File: src/rtl/logic_op_pipe_if.sv
// Operand/result bus for logic_op_pipe: input beat channel and output result channel.
// Both channels use valid/ready: a transfer happens on a rising clk edge where valid && ready;
// the source holds its payload stable while valid && !ready, and ready never depends
// combinationally on valid.
interface logic_op_pipe_if #(
  parameter int WIDTH = 8
);
  logic             in_valid;
  logic             in_ready;
  logic [WIDTH-1:0] in_a;
  logic [WIDTH-1:0] in_b;
  logic [2:0]       in_op;
  logic             in_last;
  logic             out_valid;
  logic             out_ready;
  logic [WIDTH-1:0] out_y;
  logic             out_red;

  modport master (
    output in_valid, in_a, in_b, in_op, in_last, out_ready,
    input  in_ready, out_valid, out_y, out_red
  );

  modport slave (
    input  in_valid, in_a, in_b, in_op, in_last, out_ready,
    output in_ready, out_valid, out_y, out_red
  );
endinterface

File: src/rtl/logic_op_pipe.sv
// Registered bitwise logic unit with accumulate modes and a DEPTH-entry result FIFO.
// Define LOGIC_OP_PIPE_STATS_EN to add the saturating 16-bit popped-result counter out_count.
module logic_op_pipe #(
  parameter int WIDTH = 8,
  parameter int DEPTH = 2
) (
  input  logic            clk,
  input  logic            rst_n,
  logic_op_pipe_if.slave  bus,
  output logic            busy
`ifdef LOGIC_OP_PIPE_STATS_EN
  ,
  output logic [15:0]     out_count
`endif
);

  localparam int AW = $clog2(DEPTH);
  localparam int CW = $clog2(DEPTH) + 1;

  typedef enum logic {IDLE, ACCUM} state_t;

  state_t           state;
  logic             acc_or;
  logic [WIDTH-1:0] acc;

  logic [WIDTH-1:0] mem [DEPTH];
  logic [AW-1:0]    wr_ptr;
  logic [AW-1:0]    rd_ptr;
  logic [CW-1:0]    count;
  logic [WIDTH-1:0] last_y;

  logic             full;
  logic             accept;
  logic             pop;
  logic             push;
  logic             use_or;
  logic [WIDTH-1:0] term;
  logic [WIDTH-1:0] fold;
  logic [WIDTH-1:0] push_data;

  // in_ready comes only from the registered count, so there is no path from out_ready.
  assign full         = (count == CW'(DEPTH));
  assign bus.in_ready = !full;
  assign accept       = bus.in_valid && !full;
  assign bus.out_valid = (count != '0);
  assign pop          = bus.out_valid && bus.out_ready;

  // Mid-sequence the latched op selects the term; in_op is only honoured while IDLE.
  assign use_or = (state == ACCUM) ? acc_or : bus.in_op[0];
  assign term   = use_or ? (bus.in_a | bus.in_b) : (bus.in_a & bus.in_b);
  assign fold   = acc_or ? (acc | term) : (acc & term);

  always_comb begin
    push      = 1'b0;
    push_data = term;
    if (state == ACCUM) begin
      push      = accept && bus.in_last;
      push_data = fold;
    end else begin
      push = accept && ((bus.in_op[2:1] != 2'b11) || bus.in_last);
      case (bus.in_op)
        3'd0:    push_data = bus.in_a & bus.in_b;
        3'd1:    push_data = bus.in_a | bus.in_b;
        3'd2:    push_data = bus.in_a ^ bus.in_b;
        3'd3:    push_data = ~(bus.in_a & bus.in_b);
        3'd4:    push_data = ~(bus.in_a | bus.in_b);
        3'd5:    push_data = ~(bus.in_a ^ bus.in_b);
        default: push_data = term;
      endcase
    end
  end

  always_ff @(posedge clk or negedge rst_n) begin
    if (!rst_n) begin
      state  <= IDLE;
      acc_or <= 1'b0;
      acc    <= '0;
    end else if (accept) begin
      if (state == ACCUM) begin
        if (bus.in_last) state <= IDLE;
        else             acc   <= fold;
      end else if ((bus.in_op[2:1] == 2'b11) && !bus.in_last) begin
        state  <= ACCUM;
        acc_or <= bus.in_op[0];
        acc    <= term;
      end
    end
  end

  assign busy = (state == ACCUM);

  always_ff @(posedge clk or negedge rst_n) begin
    if (!rst_n) begin
      for (int i = 0; i < DEPTH; i++) mem[i] <= '0;
      wr_ptr <= '0;
      rd_ptr <= '0;
      count  <= '0;
      last_y <= '0;
    end else begin
      if (push) begin
        mem[wr_ptr] <= push_data;
        wr_ptr      <= wr_ptr + AW'(1);
      end
      if (pop) begin
        last_y <= mem[rd_ptr];
        rd_ptr <= rd_ptr + AW'(1);
      end
      case ({push, pop})
        2'b10:   count <= count + CW'(1);
        2'b01:   count <= count - CW'(1);
        default: count <= count;
      endcase
    end
  end

  // When empty, the most recently popped value stays on out_y.
  assign bus.out_y   = bus.out_valid ? mem[rd_ptr] : last_y;
  assign bus.out_red = &bus.out_y;

`ifdef LOGIC_OP_PIPE_STATS_EN
  always_ff @(posedge clk or negedge rst_n) begin
    if (!rst_n)                           out_count <= '0;
    else if (pop && (out_count != 16'hFFFF)) out_count <= out_count + 16'd1;
  end
`endif

endmodule

File: src/flat_wrapper.sv
// flat-port wrapper written by rule: the top's interface ports become plain ports
module logic_op_pipe_flat 
#(
  parameter int WIDTH = 8,
  parameter int DEPTH = 2
)
  (clk, rst_n, busy, bus_in_valid, bus_in_a, bus_in_b, bus_in_op, bus_in_last, bus_out_ready, bus_in_ready, bus_out_valid, bus_out_y, bus_out_red);
  logic_op_pipe_if #(.WIDTH(WIDTH)) bus_i ();
  input  logic clk;
  input  logic rst_n;
  output logic busy;
  input wire logic [$bits(bus_i.in_valid)-1:0] bus_in_valid;
  input wire logic [$bits(bus_i.in_a)-1:0] bus_in_a;
  input wire logic [$bits(bus_i.in_b)-1:0] bus_in_b;
  input wire logic [$bits(bus_i.in_op)-1:0] bus_in_op;
  input wire logic [$bits(bus_i.in_last)-1:0] bus_in_last;
  input wire logic [$bits(bus_i.out_ready)-1:0] bus_out_ready;
  output wire logic [$bits(bus_i.in_ready)-1:0] bus_in_ready;
  output wire logic [$bits(bus_i.out_valid)-1:0] bus_out_valid;
  output wire logic [$bits(bus_i.out_y)-1:0] bus_out_y;
  output wire logic [$bits(bus_i.out_red)-1:0] bus_out_red;
  assign bus_i.in_valid = bus_in_valid;
  assign bus_i.in_a = bus_in_a;
  assign bus_i.in_b = bus_in_b;
  assign bus_i.in_op = bus_in_op;
  assign bus_i.in_last = bus_in_last;
  assign bus_i.out_ready = bus_out_ready;
  assign bus_in_ready = bus_i.in_ready;
  assign bus_out_valid = bus_i.out_valid;
  assign bus_out_y = bus_i.out_y;
  assign bus_out_red = bus_i.out_red;
  logic_op_pipe #(.WIDTH(WIDTH), .DEPTH(DEPTH)) u_core (.clk(clk), .rst_n(rst_n), .bus(bus_i), .busy(busy));
endmodule
File: config.mk
export PLATFORM = sky130hd
export DESIGN_NAME = logic_op_pipe_flat
export DESIGN_NICKNAME = d
export VERILOG_FILES = /design/src/rtl/logic_op_pipe_if.sv /design/src/rtl/logic_op_pipe.sv /design/src/flat_wrapper.sv
export SDC_FILE = /design/constraint.sdc
export NUM_CORES = 1
export LEC_CHECK = 0
export ABC_AREA = 1
export BUFFER_PORTS_ARGS = -buffer_cell sky130_fd_sc_hd__buf_2
export CORE_MARGIN = 2
export CORE_UTILIZATION = 60
export CTS_BUF_LIST = sky130_fd_sc_hd__clkbuf_2
export DETAILED_ROUTE_END_ITERATION = 16
export GPL_ROUTABILITY_DRIVEN = 1
export GPL_TIMING_DRIVEN = 0
export HOLD_SLACK_MARGIN = 0.1
export MAX_ROUTING_LAYER = met4
export PLACE_DENSITY = 0.82
export SYNTH_ARGS = -nofsm -noshare
export SYNTH_HDL_FRONTEND = slang
export SYNTH_SLANG_ARGS = --single-unit
export TNS_END_PERCENT = 5
File: constraint.sdc
create_clock -name clk -period 2 [get_ports clk]
set_input_delay 0.5 -clock clk [delete_from_list [all_inputs] [get_ports clk]]
set_output_delay 0.5 -clock clk [all_outputs]
set_load 0.02 [all_outputs]
==> flow_summary.ini, run 1 <==
[timing]
worst_pin_slew_ps = 835
report.final.slew_viol_count = 0
min_period_ps = 2210
setup_viol = 4
relSlewSlack_pct = 44.3
totalNegativeSetupSlack_ps = -279
max_freq_ghz = 0.452
rsz0062_at_grt = true
fin_crit_sh_pct = 111
layout_setup_ws_ps = -214
finClkSkew_ps = 12.0
hold_viol = 0

[critical_path]
critPathKind = flip-flop to output port
arrival_ps = 1710
cpMostUsedCell = buf_6
r2r_slack_ps = 110
r2r_cells = 9
r2r_end = u_core.count[1]$_DFFE_PN0P_
worstPathRequired_ps = 1500
crit_slowest_cell = dfrtp_2
path_max_fanout = 6
slowest_delay_ps = 460
crit_chain = nor2_4 -> inv_4 -> buf_6 -> o21ai_2 -> nand4_1 -> nor2_2 -> buf_6
r2r-start = u_core.count[0]$_DFFE_PN0P_
cp-end-kind = output port
worstSetupStartpointType = flip-flop

[floorplan]
rows = 25
io_pins = 36
dieHeight_um = 75.4
dieArea_sq_um = 5680
start_util_pct = 63.4
core_sq_um = 4820
die_width_um = 75.4

[detailed_routing]
drt_iter0_drc = 362
ant_nets = 0
routed_wl_mm = 7.41
firstDrtPassIters = 5
post_drt_via_cell_ratio = 5.45
num_vias = 3174
wire_per_inst_um = 12.7
drc = 0

[yosys]
yosysTopAreaCellShare_pct = 31.1
ys_types = 28
netlist_top_cells_area = dfrtp_1, nand2_1, nand3_1, ha_1, inv_1
synth_area_leader_cell = dfrtp_1
synth.net_count = 509
ys_ff_latch = 38
seq_area_frac_synth_pct = 31.1
synth_area_sq_um = 3060
synth.avg_cell_area_sq_um = 6.53
post_synth_inst_count = 468
yosysWarnings = 0

[clock_tree]
cts_tree = yes
numCtsBuffers = 5
cts.sinks = 38
clk_latency_ps = 370
clockBufferDepth = 2
cts_root_buf = clkbuf_2
clkTransAtPathRegs_ps = 190
htree_levels = 2

[outcome]
violations = negative setup slack
status = finished with violations

[power_and_ir_drop]
ir_worst_vdd_mv = 0.921
power_density_nw_per_um2 = 1290
p_leak_nw = 2.05
power_mw = 4.58

[finish]
areaGrowthSynthToFinish_pct = 16.0
diodes = 0
drive_gt1_share_pct = 21.9
final_common_cell = nand2_1
layout_common_cells = nand2_1, nand3_1, inv_1, buf_2, dfrtp_1
utilization_pct = 73.6
nNetsFinal = 556
stdcell_count = 582

[place]
place_ws_ps = -22.4
globalplace.congestion = 0.882
portBuffers = 33
place_hpwl_mm = 5.46
place_inst = 568

[global_route]
antenna_found_initial = 0
overflow = 0
grt_first_pass_wirelength_mm = 11.9
first_global_vias = 2801
grt_max_degree = 39
track_usage_pct = 27.5

[run]
max_cap_viol_count = 0

[min_path]
worstHoldPathType = input pin to async pin
==> worst max-delay path by stage <==
stage                   to  slack, ps  depth (start not counted)                         from
3_5_place_dp   bus_out_red        -20                          9    u_core.rd_ptr$_DFFE_PN0P_
6_report       bus_out_red       -210                          7  u_core.count[0]$_DFFE_PN0P_
5_1_grt        bus_out_red       -280                          9    u_core.rd_ptr$_DFFE_PN0P_
4_1_cts        bus_out_red       -180                          7  u_core.count[0]$_DFFE_PN0P_
3_3_place_gp   bus_out_red         70                          9    u_core.rd_ptr$_DFFE_PN0P_
2_1_floorplan  bus_out_red         50                          6  u_core.count[1]$_DFFE_PN0P_
==> state kept, by name, indices dropped and copies added (netlist names) <==
register / cells
u_core.wr_ptr: 1
u_core.last_y: 8
u_core.acc: 8
u_core.busy: 1
u_core.count: 2
u_core.mem: 16
u_core.rd_ptr: 1
u_core.acc_or: 1
==> synth_stat cells, drive strengths merged <==
library cell  instances
a21oi                 1
xnor2                 2
dfrtp                38
nor2                 38
a31oi                 7
clkinv                1
a21o                  1
xor2                  1
nand3                64
o21ai                20
ha                   17
buf                  12
inv                  64
nand4                 4
nand2               198
==> cell type report <==
type                    instances  area, sq um
fillers                       406         1270
multi-input cells             353         1890
clock buffers                   7         35.0
repair buffers                 39          220
repair inverters                1         8.76
inverters                      65          264
flip-flops and latches         38          953
well taps                      67         83.8
plain buffers                  12         92.6
==> report_power, final <==
part | leakage [nW] | internal [mW] | switching (mW) | total (mW)
combinational | 1.56 | 1.03 | 1.84 | 2.88
clock | 0.0291 | 0.0913 | 0.241 | 0.332
sequential | 0.466 | 1.13 | 0.247 | 1.37
==> per-layer routing <==
layer,wire (um),global-route usage [%]
met5,0,-
met4,51,3.70
met1,3410,36.6
met3,360,3.70
met2,3590,46.1
==> metrics by stage <==
stage	instance area [sq um]	hold WS, ps
after floorplan	3070	204
after global placement	3320	465
after detailed placement	3320	467
after CTS	3420	215
after global routing	3540	248
final	3540	196
==> repair_timing <==
item | CTS | global route
pin swaps | 4 | 9
setup endpoints to repair | 9 | 10
hold buffers | 0 | 0
cloned | 1 | 2
setup buffers | 3 | 1
gates resized for setup | 13 | 33
==> worst max-delay path, delay by kind of cell, from the launching register on <==
family	cells	cell delay, ps
compound gates	1	140
buf+inv	3	340
flops	1	460
simple gates	3	410
==> logic make-up after synthesis <==
| logic type | count (synthesis) | share of synthesized area [%] |
|---|---|---|
| simple gates | 304 | 44.6 |
| buf+inv | 77 | 10.9 |
| flops | 38 | 31.1 |
| compound gates | 29 | 5.53 |
| fa+ha+maj | 17 | 6.96 |
| xor+xnor | 3 | 0.860 |
(Power assumes the default switching activity.)
==> inputs of run 2 (changes only) <==
--- a/config.mk
+++ b/config.mk
@@ -7,7 +7,6 @@
 export LEC_CHECK = 0
 export ABC_AREA = 1
 export BUFFER_PORTS_ARGS = -buffer_cell sky130_fd_sc_hd__buf_2
-export CORE_MARGIN = 2
 export CORE_UTILIZATION = 60
 export CTS_BUF_LIST = sky130_fd_sc_hd__clkbuf_2
 export DETAILED_ROUTE_END_ITERATION = 16
==> flow_summary.ini, run 2 (same netlist as run 1, synthesis figures left out) <==
[detailed_routing]
firstDrtPassIters = 4
ant_nets = 0
routed_wl_mm = 6.84
drt_iter0_drc = 188
drc = 0
post_drt_via_cell_ratio = 5.27
num_vias = 3048
wire_per_inst_um = 11.8

[global_route]
grt_max_degree = 39
track_usage_pct = 28.9
antenna_found_initial = 0
first_global_vias = 2847
grt_first_pass_wirelength_mm = 11.9
overflow = 0

[finish]
areaGrowthSynthToFinish_pct = 12.1
layout_common_cells = nand2_1, nand3_1, inv_1, dfrtp_1, buf_2
largestRegisters = u_core.mem (16), u_core.acc (8), u_core.last_y (8)
nNetsFinal = 552
regMostFlops = u_core.mem
drive_gt1_share_pct = 17.8
largest_reg_flops = 16
diodes = 0
stdcell_count = 578
final_common_cell = nand2_1

[place]
place_inst = 568
portBuffers = 33
place_ws_ps = -26.0
place_hpwl_mm = 5.38
globalplace.congestion = 0.848

[power_and_ir_drop]
seqPwrFrac_pct = 31.8
power_density_nw_per_um2 = 1240
intPower_mw = 2.13
power_mw = 4.24
p_leak_nw = 2.01
p_clk_share_pct = 7.9
switching_share_pct = 49.8
ir_worst_vdd_mv = 0.908
comb_power_share_pct = 60.3
switchingPower_mw = 2.11

[critical_path]
cp-end-kind = output port
path_max_fanout = 10
r2r-start = u_core.count[0]$_DFFE_PN0P_
worstSetupStartpointType = flip-flop
critPathLaunch = u_core.count[0]$_DFFE_PN0P_
critPathKind = flip-flop to output port
arrival_ps = 1710
worstPathRequired_ps = 1500

[timing]
hold_viol = 0
worst_pin_slew_ps = 827
rsz0062_at_grt = true
relSlewSlack_pct = 44.9
finClkSkew_ps = 14.9
report.final.slew_viol_count = 0
layout_setup_ws_ps = -207
min_period_ps = 2210
setup_viol = 2
max_freq_ghz = 0.453
fin_crit_sh_pct = 110

[outcome]
status = finished with violations
violations = negative setup slack

[floorplan]
core_sq_um = 4820
rows = 25
dieArea_sq_um = 5380
io_pins = 36
start_util_pct = 63.4
die_width_um = 73.4
dieHeight_um = 73.4

[clock_tree]
numCtsBuffers = 5
cts.sinks = 38
clockBufferDepth = 2
clk_latency_ps = 390
htree_levels = 2
cts_hold_buffers = 0
cts_root_buf = clkbuf_2
cts_tree = yes
clkTransAtPathRegs_ps = 190

[min_path]
worstHoldPathType = input pin to async pin

[run]
max_cap_viol_count = 0
run 2: cell type report:
cell class	instances	area, sq um
buffer	12	92.6
fill	434	1390
clock buffer	7	35.0
tap	67	83.8
sequential	38	952
multi-input combinational	353	1800
timing repair buffer	36	199
inverter	65	262
run 2: routing by layer:
| layer | vias up | routed length (um) | global-route usage [%] |
|---|---|---|---|
| met1 | 1416 | 3270 | 38.8 |
| met2 | 74 | 3230 | 46.9 |
| met3 | 7 | 297 | 3.84 |
| li1 | 1551 | - | - |
| met5 | - | 0 | - |
| met4 | 0 | 45 | 5.98 |
run 2: worst paths after layout:
kind	to	slack, ps	cells after the start
min in group clk	u_core.rd_ptr$_DFFE_PN0P_	420	3
worst max-delay path	bus_out_red	-210	7
worst min-delay path	u_core.acc[4]$_DFFE_PN0P_	180	1
worst min register to register	u_core.mem[5]$_DFFE_PN0P_	510	2
worst max register to register	u_core.count[1]$_DFFE_PN0P_	100	10
max in group asynchronous	u_core.count[0]$_DFFE_PN0P_	1250	1
run 2: critical path, stage by stage (launching register included):
cell and delay [ps]:
dfrtp_2 460, nor2_4 120, inv_2 70, buf_6 140, o21ai_2 140, nand4_1 130, nor2_2 140, buf_6 120
run 2: through the flow:
step                      utilization (%)  area, sq um  TNS (ps)  hold WS (ps)
after floorplan                         -         3070         0           204
after global placement               69.0         3320         0           465
after detailed placement             69.0         3320     -31.3           465
after CTS                            70.9         3420      -330           192
after global routing                 71.1         3430      -853           218
final                                71.1         3430      -219           177
run 2: power by group through the flow:
stage / clock (mW) / sequential [mW] / combinational (mW)
4_1_cts: 0.346 / 1.34 / 2.52
6_report: 0.337 / 1.35 / 2.56
2_1_floorplan: 0 / 1.32 / 1.85
3_3_place_gp: 0 / 1.35 / 2.31
3_5_place_dp: 0 / 1.36 / 2.38
5_1_grt: 0.373 / 1.38 / 2.87
run 2: timing repair:
item                       in CTS  in global routing
resized for setup              12                  4
setup endpoints to repair      10                 10
buffers inserted                3                  0
pin swaps                       2                  0
